`config.mk`:
```
export PLATFORM = sky130hd
export DESIGN_NAME = uart_tx_buffer
export DESIGN_NICKNAME = d
export VERILOG_FILES = /design/src/rtl/uart_pkg.sv /design/src/rtl/uart_sync_fifo.sv /design/src/rtl/uart_tx_buffer.sv
export SDC_FILE = /design/constraint.sdc
export NUM_CORES = 1
export LEC_CHECK = 0
export BUFFER_PORTS_ARGS = -buffer_cell sky130_fd_sc_hd__buf_2
export CELL_PAD_IN_SITES_DETAIL_PLACEMENT = 1
export CELL_PAD_IN_SITES_GLOBAL_PLACEMENT = 1
export CORE_MARGIN = 5
export CORE_UTILIZATION = 40
export DETAILED_ROUTE_END_ITERATION = 6
export PLACE_DENSITY_LB_ADDON = 0.1
export SYNTH_ARGS = -nofsm -noshare
export SYNTH_HDL_FRONTEND = slang
export SYNTH_SLANG_ARGS = --single-unit
```
`constraint.sdc`:
```
create_clock -name clk -period 3.2 [get_ports clk]
set_input_delay 0.96 -clock clk [delete_from_list [all_inputs] [get_ports clk]]
set_output_delay 0.96 -clock clk [all_outputs]
set_load 0.05 [all_outputs]
```
`src/rtl/uart_pkg.sv`:
```
// -----------------------------------------------------------------------------
// uart_pkg
//   Shared definitions for the UART transmit path.
//   - send-sequencer state encoding (IDLE / SEND / WAIT / GAP)
//   - baud divisors for a 50 MHz clock (terminal count, i.e. divide-by minus 1)
//   - frame length (start + 8 data + parity + stop = 11 bit times)
//   - watchdog counter width and a helper that gives the clock cycles one
//     frame occupies at a given divisor
//   No ports; import with `import uart_pkg::*;`.
// -----------------------------------------------------------------------------
package uart_pkg;

    typedef enum logic [1:0] {
        ST_IDLE = 2'd0,   // waiting for a byte and an idle transmitter
        ST_SEND = 2'd1,   // one-cycle send request
        ST_WAIT = 2'd2,   // waiting for tx_done, watchdog running
        ST_GAP  = 2'd3    // enforced idle time between frames
    } tx_state_t;

    // Baud divisor terminal counts at 50 MHz.
    localparam int DIV_9600   = 5207;
    localparam int DIV_19200  = 2603;
    localparam int DIV_38400  = 1301;
    localparam int DIV_57600  = 867;
    localparam int DIV_115200 = 433;

    localparam int FRAME_BITS = 11;

    // Watchdog width: must hold the longest frame at the slowest baud rate.
    localparam int WDOG_W = 17;

    // Clock cycles taken by one complete frame for a given divisor.
    function automatic int frame_cycles(input int div);
        return FRAME_BITS * (div + 1);
    endfunction

    // Longest frame the transmitter can produce; a watchdog timeout must
    // exceed this or a healthy slow frame would be aborted.
    localparam int MAX_FRAME_CYC = frame_cycles(DIV_9600);

endpackage

```
`src/rtl/uart_sync_fifo.sv`:
```
// -----------------------------------------------------------------------------
// uart_sync_fifo
//   Single-clock byte FIFO with registered read data and registered status.
//   A write is accepted only when the registered full flag is low; a read is
//   accepted only when the registered empty flag is low. Read data updates
//   only on an accepted read and holds otherwise.
//
//   Parameters
//     DEPTH    number of entries, power of two, >= 2
//     ADDR_W   log2(DEPTH)
//   Ports
//     clk      clock
//     reset    asynchronous, active-high reset
//     wr_en    write strobe, one byte per high cycle
//     wr_data  byte to write
//     rd_en    read strobe
//     rd_data  registered read data, holds between reads
//     count    occupancy 0..DEPTH
//     full     registered, count == DEPTH
//     empty    registered, count == 0
// -----------------------------------------------------------------------------
module uart_sync_fifo #(
    parameter int DEPTH  = 16,
    parameter int ADDR_W = 4
) (
    input  logic              clk,
    input  logic              reset,
    input  logic              wr_en,
    input  logic [7:0]        wr_data,
    input  logic              rd_en,
    output logic [7:0]        rd_data,
    output logic [ADDR_W:0]   count,
    output logic              full,
    output logic              empty
);

    localparam logic [ADDR_W:0]   CNT_ONE  = (ADDR_W + 1)'(1);
    localparam logic [ADDR_W:0]   CNT_FULL = (ADDR_W + 1)'(DEPTH);
    localparam logic [ADDR_W-1:0] PTR_ONE  = ADDR_W'(1);

    logic [7:0]        mem [DEPTH];
    logic [ADDR_W-1:0] wr_ptr;
    logic [ADDR_W-1:0] rd_ptr;
    logic              wr_ok;
    logic              rd_ok;
    logic [ADDR_W:0]   count_next;

    // Gated by the registered flags, so a write while full is dropped even if
    // a read frees a slot in the same cycle.
    assign wr_ok = wr_en && !full;
    assign rd_ok = rd_en && !empty;

    // NOTE: every variable assigned in a combinational block gets a default
    // first; a path that leaves it unassigned would infer a latch.
    always_comb begin
        count_next = count;
        if (wr_ok && !rd_ok) begin
            count_next = count + CNT_ONE;
        end else if (!wr_ok && rd_ok) begin
            count_next = count - CNT_ONE;
        end
    end

    // NOTE: clocked state uses non-blocking assignments so every register
    // samples pre-edge values regardless of statement or process order.
    always_ff @(posedge clk or posedge reset) begin
        if (reset) begin
            wr_ptr  <= '0;
            rd_ptr  <= '0;
            count   <= '0;
            full    <= 1'b0;
            empty   <= 1'b1;
            rd_data <= '0;
        end else begin
            if (wr_ok) begin
                wr_ptr <= wr_ptr + PTR_ONE;
            end
            if (rd_ok) begin
                rd_ptr  <= rd_ptr + PTR_ONE;
                rd_data <= mem[rd_ptr];
            end
            count <= count_next;
            full  <= (count_next == CNT_FULL);
            empty <= (count_next == '0);
        end
    end

    // NOTE: the storage array has no reset; the pointers and count already
    // make stale entries unreachable, and a reset on the array would stop it
    // mapping onto RAM.
    always_ff @(posedge clk) begin
        if (wr_ok) begin
            mem[wr_ptr] <= wr_data;
        end
    end

endmodule

```
`src/rtl/uart_tx_buffer.sv`:
```
// -----------------------------------------------------------------------------
// uart_tx_buffer
//   Byte FIFO plus send sequencer in front of the UART byte transmitter.
//   Bytes arrive in bursts from a producer; each is handed to the transmitter
//   with a one-cycle send request, and the next byte is held back until the
//   transmitter reports completion (plus an optional idle gap). A watchdog
//   aborts the wait if the completion pulse never comes.
//
//   Parameters
//     DEPTH     FIFO entries, power of two, >= 2
//     ADDR_W    log2(DEPTH)
//     GAP_CYC   idle cycles between tx_done and the next pop (0 = none)
//     TMO_CYC   cycles allowed in WAIT before abort; must exceed the longest
//               frame (uart_pkg::MAX_FRAME_CYC) and fit the 17-bit watchdog
//   Ports
//     clk           clock (50 MHz)
//     reset         asynchronous, active-high reset
//     wr_data       byte to enqueue
//     wr_en         enqueue strobe, one byte per high cycle
//     full          FIFO full (registered)
//     empty         FIFO empty (registered)
//     count         occupancy 0..DEPTH
//     overflow      sticky: a write was dropped because the FIFO was full
//     ovf_clr       clears overflow and tmo (a same-cycle set wins)
//     tmo           sticky: watchdog fired
//     tx_data_byte  byte to the transmitter, changes only on a pop
//     tx_send_en    one-cycle send request
//     tx_done       one-cycle completion pulse from the transmitter
//     tx_busy       transmitter busy; sampled only in IDLE
// -----------------------------------------------------------------------------
module uart_tx_buffer
    import uart_pkg::*;
#(
    parameter int DEPTH   = 16,
    parameter int ADDR_W  = 4,
    parameter int GAP_CYC = 2,
    parameter int TMO_CYC = 100000
) (
    input  logic              clk,
    input  logic              reset,
    input  logic [7:0]        wr_data,
    input  logic              wr_en,
    output logic              full,
    output logic              empty,
    output logic [ADDR_W:0]   count,
    output logic              overflow,
    input  logic              ovf_clr,
    output logic              tmo,
    output logic [7:0]        tx_data_byte,
    output logic              tx_send_en,
    input  logic              tx_done,
    input  logic              tx_busy
);

    localparam int GAP_W = (GAP_CYC > 1) ? $clog2(GAP_CYC) : 1;
    localparam logic [GAP_W-1:0]  GAP_LAST  = GAP_W'((GAP_CYC > 0) ? GAP_CYC - 1 : 0);
    localparam logic [GAP_W-1:0]  GAP_ONE   = GAP_W'(1);
    localparam logic [WDOG_W-1:0] WDOG_LAST = WDOG_W'(TMO_CYC - 1);
    localparam logic [WDOG_W-1:0] WDOG_ONE  = WDOG_W'(1);

    tx_state_t         state;
    tx_state_t         state_next;
    logic              pop;
    logic              wdog_fire;
    logic              gap_last;
    logic [WDOG_W-1:0] wdog;
    logic [GAP_W-1:0]  gap_cnt;

    // ------------------------------------------------------------------
    // Storage. The FIFO's registered read port is the transmit byte
    // register, so tx_data_byte moves only when a byte is popped.
    // ------------------------------------------------------------------
    uart_sync_fifo #(
        .DEPTH  (DEPTH),
        .ADDR_W (ADDR_W)
    ) u_fifo (
        .clk     (clk),
        .reset   (reset),
        .wr_en   (wr_en),
        .wr_data (wr_data),
        .rd_en   (pop),
        .rd_data (tx_data_byte),
        .count   (count),
        .full    (full),
        .empty   (empty)
    );

    // Completion has priority over a timeout landing in the same cycle.
    assign wdog_fire = (state == ST_WAIT) && !tx_done && (wdog == WDOG_LAST);
    assign gap_last  = (gap_cnt == GAP_LAST);

    // ------------------------------------------------------------------
    // Send sequencer
    // ------------------------------------------------------------------
    always_ff @(posedge clk or posedge reset) begin
        if (reset) begin
            state <= ST_IDLE;
        end else begin
            state <= state_next;
        end
    end

    always_comb begin
        state_next = state;
        pop        = 1'b0;
        tx_send_en = 1'b0;
        case (state)
            ST_IDLE: begin
                // tx_busy guards against talking over a frame still being
                // shifted out after this block alone was reset.
                if (!empty && !tx_busy) begin
                    pop        = 1'b1;
                    state_next = ST_SEND;
                end
            end
            ST_SEND: begin
                tx_send_en = 1'b1;
                state_next = ST_WAIT;
            end
            ST_WAIT: begin
                if (tx_done) begin
                    state_next = (GAP_CYC == 0) ? ST_IDLE : ST_GAP;
                end else if (wdog_fire) begin
                    state_next = ST_IDLE;
                end
            end
            ST_GAP: begin
                if (gap_last) begin
                    state_next = ST_IDLE;
                end
            end
            default: state_next = ST_IDLE;
        endcase
    end

    // ------------------------------------------------------------------
    // Watchdog: cleared while sending, counts only in WAIT, saturates.
    // ------------------------------------------------------------------
    always_ff @(posedge clk or posedge reset) begin
        if (reset) begin
            wdog <= '0;
        end else if (state == ST_SEND) begin
            wdog <= '0;
        end else if ((state == ST_WAIT) && (wdog != '1)) begin
            wdog <= wdog + WDOG_ONE;
        end
    end

    // Gap counter: held at zero outside GAP so each gap starts fresh.
    always_ff @(posedge clk or posedge reset) begin
        if (reset) begin
            gap_cnt <= '0;
        end else if (state != ST_GAP) begin
            gap_cnt <= '0;
        end else begin
            gap_cnt <= gap_cnt + GAP_ONE;
        end
    end

    // ------------------------------------------------------------------
    // Sticky status. A set in the same cycle as ovf_clr wins so an event
    // is never lost to a concurrent clear.
    // ------------------------------------------------------------------
    always_ff @(posedge clk or posedge reset) begin
        if (reset) begin
            overflow <= 1'b0;
            tmo      <= 1'b0;
        end else begin
            if (wr_en && full) begin
                overflow <= 1'b1;
            end else if (ovf_clr) begin
                overflow <= 1'b0;
            end
            if (wdog_fire) begin
                tmo <= 1'b1;
            end else if (ovf_clr) begin
                tmo <= 1'b0;
            end
        end
    end

endmodule
```
==> flow_summary_export.csv, run 1 <==
group,metric,value,unit
timing,max_freq,358,MHz
logic_synthesis,syn_area,7140,µm²
grt,gr-total-overflow,0,
timing,rsz0062_at_grt,"no",
logic_synthesis,ys_seq_elements,173,
worst_setup_path,crit_chain,"nand2b_1 > inv_1 > buf_2",
clocking,cts_sinks,173,
final_layout,multi_input_area,2040,µm²
clocking,htree_num_levels,4,
clocking,ctsRootBufferMaster,"clkbuf_16",
grt,grt_pass1_wl,25200,µm
worst_setup_path,start_kind,"flop",
final_layout,fill_cells,1722,
timing,fin_tns_setup,0,ns
floorplan,fp.coreArea,17400,µm²
placed_design,routabilityCongestion,0.759,
grt,grt_max_degree,23,
timing,fin_ws,0.408,ns
clocking,clk_pin_slew,0.07,ns
clocking,ctsResizeCount,0,
logic_synthesis,synthTopCellsByArea,"edfxtp_1 (54%), dfrtp_1 (15%), mux4_2 (9.8%), nand2_1 (2.1%), mux2i_1 (2.0%)",
timing,fin_skew,0.0196,ns
worst_setup_path,cp.required,2.24,ns
timing,hold_violations,0,
timing,max-slew-margin-rel,0.368,
logic_synthesis,seq_area_frac_synth,0.697,
worst_setup_path,critPathMaxFanout,11,
routing,wirelength,15900,µm
floorplan,start_util,0.410,
floorplan,die_w,144,µm
logic_synthesis,async_reset_ff_frac,0.260,
routing,ant_nets,0,
clocking,cts_setup_buffers,0,
worst_setup_path,crit_cells,3,
logic_synthesis,synth_flop_cell,"edfxtp_1",
logic_synthesis,yosysTopAreaCellShare,0.539,
routing,vias,3892,
flow_run,drv_cap,0,
clocking,cts_tree,"done",
grt,grt_usage,0.169,
final_layout,drive_above_1_share,0.229,
worst_setup_path,path_buf_inv,2,
clocking,cts_buffers,17,
run_status,status,"completed",
final_layout,diodes,0,
worst_setup_path,crit_arrival,1.83,ns
final_layout,syn2layout_area_growth,14.9,%
clocking,clockBufferDepth,2,
timing,worst_slew_pin_slew,0.949,ns
floorplan,ios,32,
power,powerDensity,902,nW/µm²
worst_setup_path,path_class,"reg -> out",
timing,final.min_clock_period,2.79,ns
placed_design,postPlaceCellArea,7590,µm²
clocking,clk_latency,0.44,ns
routing,firstDrtPassIters,5,
power,ir_worst_vdd,0.366,mV
worst_setup_path,reg2reg_depth,10,
worst_setup_path,cp-end-kind,"primary output",
floorplan,fp.dieH,144,µm
timing,min_period_over_period,0.873,
final_layout,layout_commonest_cell,"edfxtp_1",
routing,remaining_drc_errors,0,
routing,viasPerCell,5.32,
routing,post_drt_wl_per_cell,21.7,µm
logic_synthesis,synth-edff-count,128,
final_layout,design_area,8200,µm²
power,leakagePower,2.94,nW
logic_synthesis,yosysUniqueCellTypes,42,
worst_setup_path,worst_path_max_delay_cell,"dfrtp_1",
worst_setup_path,crit_family,"buffers and inverters",
logic_synthesis,synth_warnings,0,
logic_synthesis,syn_nets,471,
power,p_total,7.40,mW
logic_synthesis,synthCells,448,
min_path,min_path_type,"reg -> reg",
timing,drv_slew,0,
final_layout,final_cell_mix,"edfxtp_1 (128), dfrtp_1 (44), nand2_1 (39)",
routing,first_iter_violations,221,
min_path,whs_path_depth,1,
logic_synthesis,synth_top_cell_by_area,"edfxtp_1",
grt,grt_pass1_vias,4204,
final_layout,nNetsFinal,517,
logic_synthesis,syn_area_per_cell,15.9,µm²
floorplan,die-area,20600,µm²
placed_design,port_buffers,31,
placed_design,dp_slack,0.374,ns
timing,setup_viol,0,
final_layout,register_area,4970,µm²
placed_design,hpwl,10600,µm
floorplan,rows,48,
grt,antenna_found_initial,0,
worst_setup_path,slowest_delay,0.47,ns
clocking,cts_hold_buf,0,
-- path summary, 6_finish.rpt --
check / startpoint / endpoint / slack, ns
min reg2reg: gap_cnt$_DFF_PP0_ / gap_cnt$_DFF_PP0_ / 0.45
max in group asynchronous: reset / u_fifo.empty$_DFF_PP1_ / 2.04
max reg2reg: wdog[7]$_DFFE_PP0P_ / wdog[11]$_DFFE_PP0P_ / 0.50
min: gap_cnt$_DFF_PP0_ / gap_cnt$_DFF_PP0_ / 0.45
min in group asynchronous: reset / tmo$_DFFE_PP0P_ / 0.54
max: state[1]$_DFFE_PP0P_ / tx_send_en / 0.41
-- synthesized netlist by cell type, drive strengths merged, types with 2 or more instances --
master and instances:
edfxtp 128, dfrtp 44, nand2 39, mux4 31
o21ai 26, and2 16, nor2 16, mux2i 14
nand3 13, a21oi 11, nor3 11, xnor2 11
buf 10, clkbuf 9, ha 9, inv 9
o211ai 6, o31ai 6, nand4 5, nor4 5
a31oi 4, and3 4, nand2b 3, or4 3
mux2 2, nor2b 2, o22ai 2
-- final cells by class --
| class | count | area share |
|---|---|---|
| clock buffer | 18 | 0.0523 |
| clock inverter | 14 | 0.0221 |
| inverter | 9 | 0.00412 |
| multi-input combinational | 247 | 0.248 |
| sequential | 173 | 0.606 |
| tap | 225 | 0.0343 |
| timing repair buffer | 46 | 0.0327 |
-- per-layer routing --
metal	vias to the layer above	wire length [µm]	GRT usage
met2	60	7830	0.263
met4	0	78	0.0491
met5	-	0	0
met1	2010	7330	0.237
met3	4	683	0.0419
li1	1818	-	-
-- registers in the layout, summed over array words and instances, names as in the netlist --
name,count
state,2
u_fifo.rd_data,8
tmo,1
overflow,1
u_fifo.count,5
gap_cnt,1
u_fifo.rd_ptr,4
wdog,17
u_fifo.empty,1
u_fifo.wr_ptr,4
u_fifo.full,1
u_fifo.mem,128
-- metrics by stage --
stage               utilization  hold WS, ns  instances
global route              0.471        0.481        732
global placement          0.436        0.443        700
finish                    0.471        0.454        732
floorplan                     -        0.424        448
CTS                       0.471        0.460        732
detailed placement        0.436        0.452        700
-- logic make-up after synthesis --
group / share of synthesized area
flip-flops: 0.697
AND/OR/NAND/NOR: 0.0880
AO/OA/AOI/OAI: 0.0461
multiplexers: 0.121
buffers and inverters: 0.0181
XOR/XNOR: 0.0147
adder cells (fa/ha/maj): 0.0158
-- worst register-to-register path, cell delays in order (launching register included) --
cell     delay (ns)
dfrtp_1        0.44
nand2_1        0.20
nor2_1         0.13
nand4_1        0.15
nor2_1         0.08
ha_1           0.19
or3b_1         0.39
or4_4          0.63
nor3_4         0.19
xnor2_1        0.15
nor2_1         0.05
-- where the power goes --
| group | leakage (nW) | internal [mW] | total, mW | switching (mW) |
|---|---|---|---|---|
| registers | 1.73 | 2.76 | 3.05 | 0.285 |
| clock network | 0.290 | 1.24 | 2.14 | 0.894 |
| logic | 0.913 | 0.858 | 2.22 | 1.36 |
| total | 2.94 | 4.86 | 7.40 | 2.54 |
Note: power is estimated with default switching activity, not from simulation.
==> run 2, diff against run 1 <==
- clock period: 3.2 -> 2.6 ns (I/O delays scaled with it)
==> run 2 against run 1 <==
Global-route usage about the same. Flip-flop and latch count is the same. Final area rose by 1.6%. Die area unchanged. Largest cell class unchanged.
==> flow_summary_export.csv, run 2 (synthesized netlist as in run 1, its figures left out) <==
group,metric,value,unit
run_status,status,"completed",
grt,grt_usage,0.169,
timing,fin_tns_setup,0,ns
floorplan,rows,48,
worst_setup_path,cp-end-kind,"flop",
routing,firstDrtPassIters,4,
worst_setup_path,crit_family,"simple AND/OR/NAND/NOR gates",
clocking,cts_buffers,17,
final_layout,regMostFlops,"u_fifo.mem",
clocking,htree_num_levels,4,
final_layout,layout_commonest_cell,"edfxtp_1",
timing,setup_viol,0,
power,swShare,0.352,
floorplan,die_w,144,µm
floorplan,fp.coreArea,17400,µm²
worst_setup_path,crit_arrival,2.76,ns
placed_design,hpwl,10600,µm
placed_design,port_buffers,31,
final_layout,drive_above_1_share,0.263,
placed_design,dp_slack,0.0309,ns
clocking,clk_latency,0.44,ns
power,p_seq_frac,0.413,
routing,ant_nets,0,
worst_setup_path,start_kind,"flop",
worst_setup_path,path_buf_inv,0,
clocking,cts_hold_buf,0,
clocking,clockBufferDepth,2,
worst_setup_path,crit_chain,"ha_2 > nand2_2 > nor3_4 > nand2_1 > nor2_1 > ha_2 > or3b_1 > or4_4 > nor3_4 > xnor2_1 > nor2_1",
worst_setup_path,worst_path_max_delay_cell,"or4_4",
worst_setup_path,slowest_delay,0.51,ns
clocking,clk_pin_slew,0.07,ns
routing,first_iter_violations,213,
routing,remaining_drc_errors,0,
final_layout,largest_reg_flops,128,
routing,wirelength,16000,µm
floorplan,start_util,0.410,
timing,max_freq,409,MHz
worst_setup_path,cp.required,2.91,ns
routing,viasPerCell,5.36,
grt,gr-total-overflow,0,
power,clock_power_share,0.273,
clocking,ctsResizeCount,0,
clocking,ctsRootBufferMaster,"clkbuf_16",
min_path,min_path_type,"in -> async",
clocking,cts_tree,"done",
floorplan,die-area,20600,µm²
final_layout,syn2layout_area_growth,16.8,%
grt,grt_max_degree,29,
power,power_switching,3.16,mW
timing,fin_skew,0.0145,ns
power,leakagePower,3.03,nW
timing,drv_slew,0,
final_layout,top_regs,"u_fifo.mem: 128 flops, wdog: 17 flops, u_fifo.rd_data: 8 flops",
final_layout,nNetsFinal,534,
worst_setup_path,path_class,"reg -> reg",
floorplan,fp.dieH,144,µm
timing,max-slew-margin-rel,0.567,
routing,vias,4012,
grt,antenna_found_initial,0,
floorplan,ios,32,
final_layout,diodes,0,
timing,worst_slew_pin_slew,0.650,ns
placed_design,routabilityCongestion,0.802,
power,power_frac_comb,0.314,
clocking,cts_sinks,173,
power,internal-power,5.83,mW
routing,post_drt_wl_per_cell,21.4,µm
worst_setup_path,critPathMaxFanout,8,
clocking,cts_setup_buffers,0,
final_layout,final_cell_mix,"edfxtp_1 (128), dfrtp_1 (44), nand2_1 (37)",
power,powerDensity,1080,nW/µm²
power,ir_worst_vdd,0.613,mV
grt,grt_pass1_wl,25600,µm
grt,grt_pass1_vias,4310,
timing,min_period_over_period,0.940,
flow_run,drv_cap,0,
timing,fin_ws,0.157,ns
timing,rsz0062_at_grt,"no",
timing,final.min_clock_period,2.44,ns
timing,hold_violations,0,
[run 2: cell count changes in the layout (fill, tap and decap cells not counted), moves of 2 or more]
cell,delta
buf_12,+2
nand2_1,-2
buf_4,+15
inv_8,+2
ha_2,+2
nand2_2,+2
bufinv_16,-3
ha_1,-2
[run 2: worst reg2reg max path: cells and delay by family, from the launching register on]
| family | cells | cell delay, ns |
|---|---|---|
| DFF | 1 | 0.41 |
| adders and majority gates | 2 | 0.40 |
| xor gates and xnor gates | 1 | 0.13 |
| and+or+nand+nor | 8 | 1.38 |
[run 2: worst paths after layout]
check | from | endpoint | slack, ns | cells after the start
setup / recovery | wdog[1]$_DFFE_PP0P_ | wdog[11]$_DFFE_PP0P_ | 0.16 | 11
hold / removal | reset | u_fifo.count[0]$_DFF_PP0_ | 0.36 | 2
setup reg to reg | wdog[1]$_DFFE_PP0P_ | wdog[11]$_DFFE_PP0P_ | 0.16 | 11
hold reg to reg | gap_cnt$_DFF_PP0_ | gap_cnt$_DFF_PP0_ | 0.46 | 1
max in group asynchronous | reset | u_fifo.rd_ptr[3]$_DFFE_PP0P_ | 1.71 | 3
min in group clk | gap_cnt$_DFF_PP0_ | gap_cnt$_DFF_PP0_ | 0.46 | 1
[run 2: power groups by stage]
stage / clock network, mW / registers, mW / logic (mW)
after detailed placement: 0 / 3.78 / 2.89
after floorplan: 0 / 4.04 / 1.70
after global placement: 0 / 3.75 / 2.83
after global routing: 2.66 / 3.77 / 3.09
final: 2.45 / 3.71 / 2.82
after CTS: 2.51 / 3.72 / 2.90
[run 2: routing by layer]
metal	vias to the layer above	routed length (µm)	part of all wire	GRT usage
met1	2096	6890	0.43	0.219
met5	-	0	0	0
met2	45	8460	0.53	0.287
met3	15	547	0.034	0.0429
li1	1856	-	-	-
met4	0	146	0.0091	0.0401
[run 2: cell type report]
type,count,area (µm²)
inverter,9,33.8
clock inverter,13,125
sequential,173,4970
multi-input combinational,247,2060
timing repair buffer,63,420
clock buffer,19,443
fill,1710,9080
tap,225,282
[run 2: stage by stage]
stage	utilization	hold WS [ns]	cells	power (mW)	cell area [µm²]
after floorplan	-	0.424	448	5.74	7160
after global placement	0.446	0.439	717	6.58	7760
after detailed placement	0.446	0.461	717	6.66	7760
after CTS	0.478	0.366	749	9.12	8330
after global routing	0.478	0.379	749	9.53	8330
final	0.478	0.363	749	8.99	8330
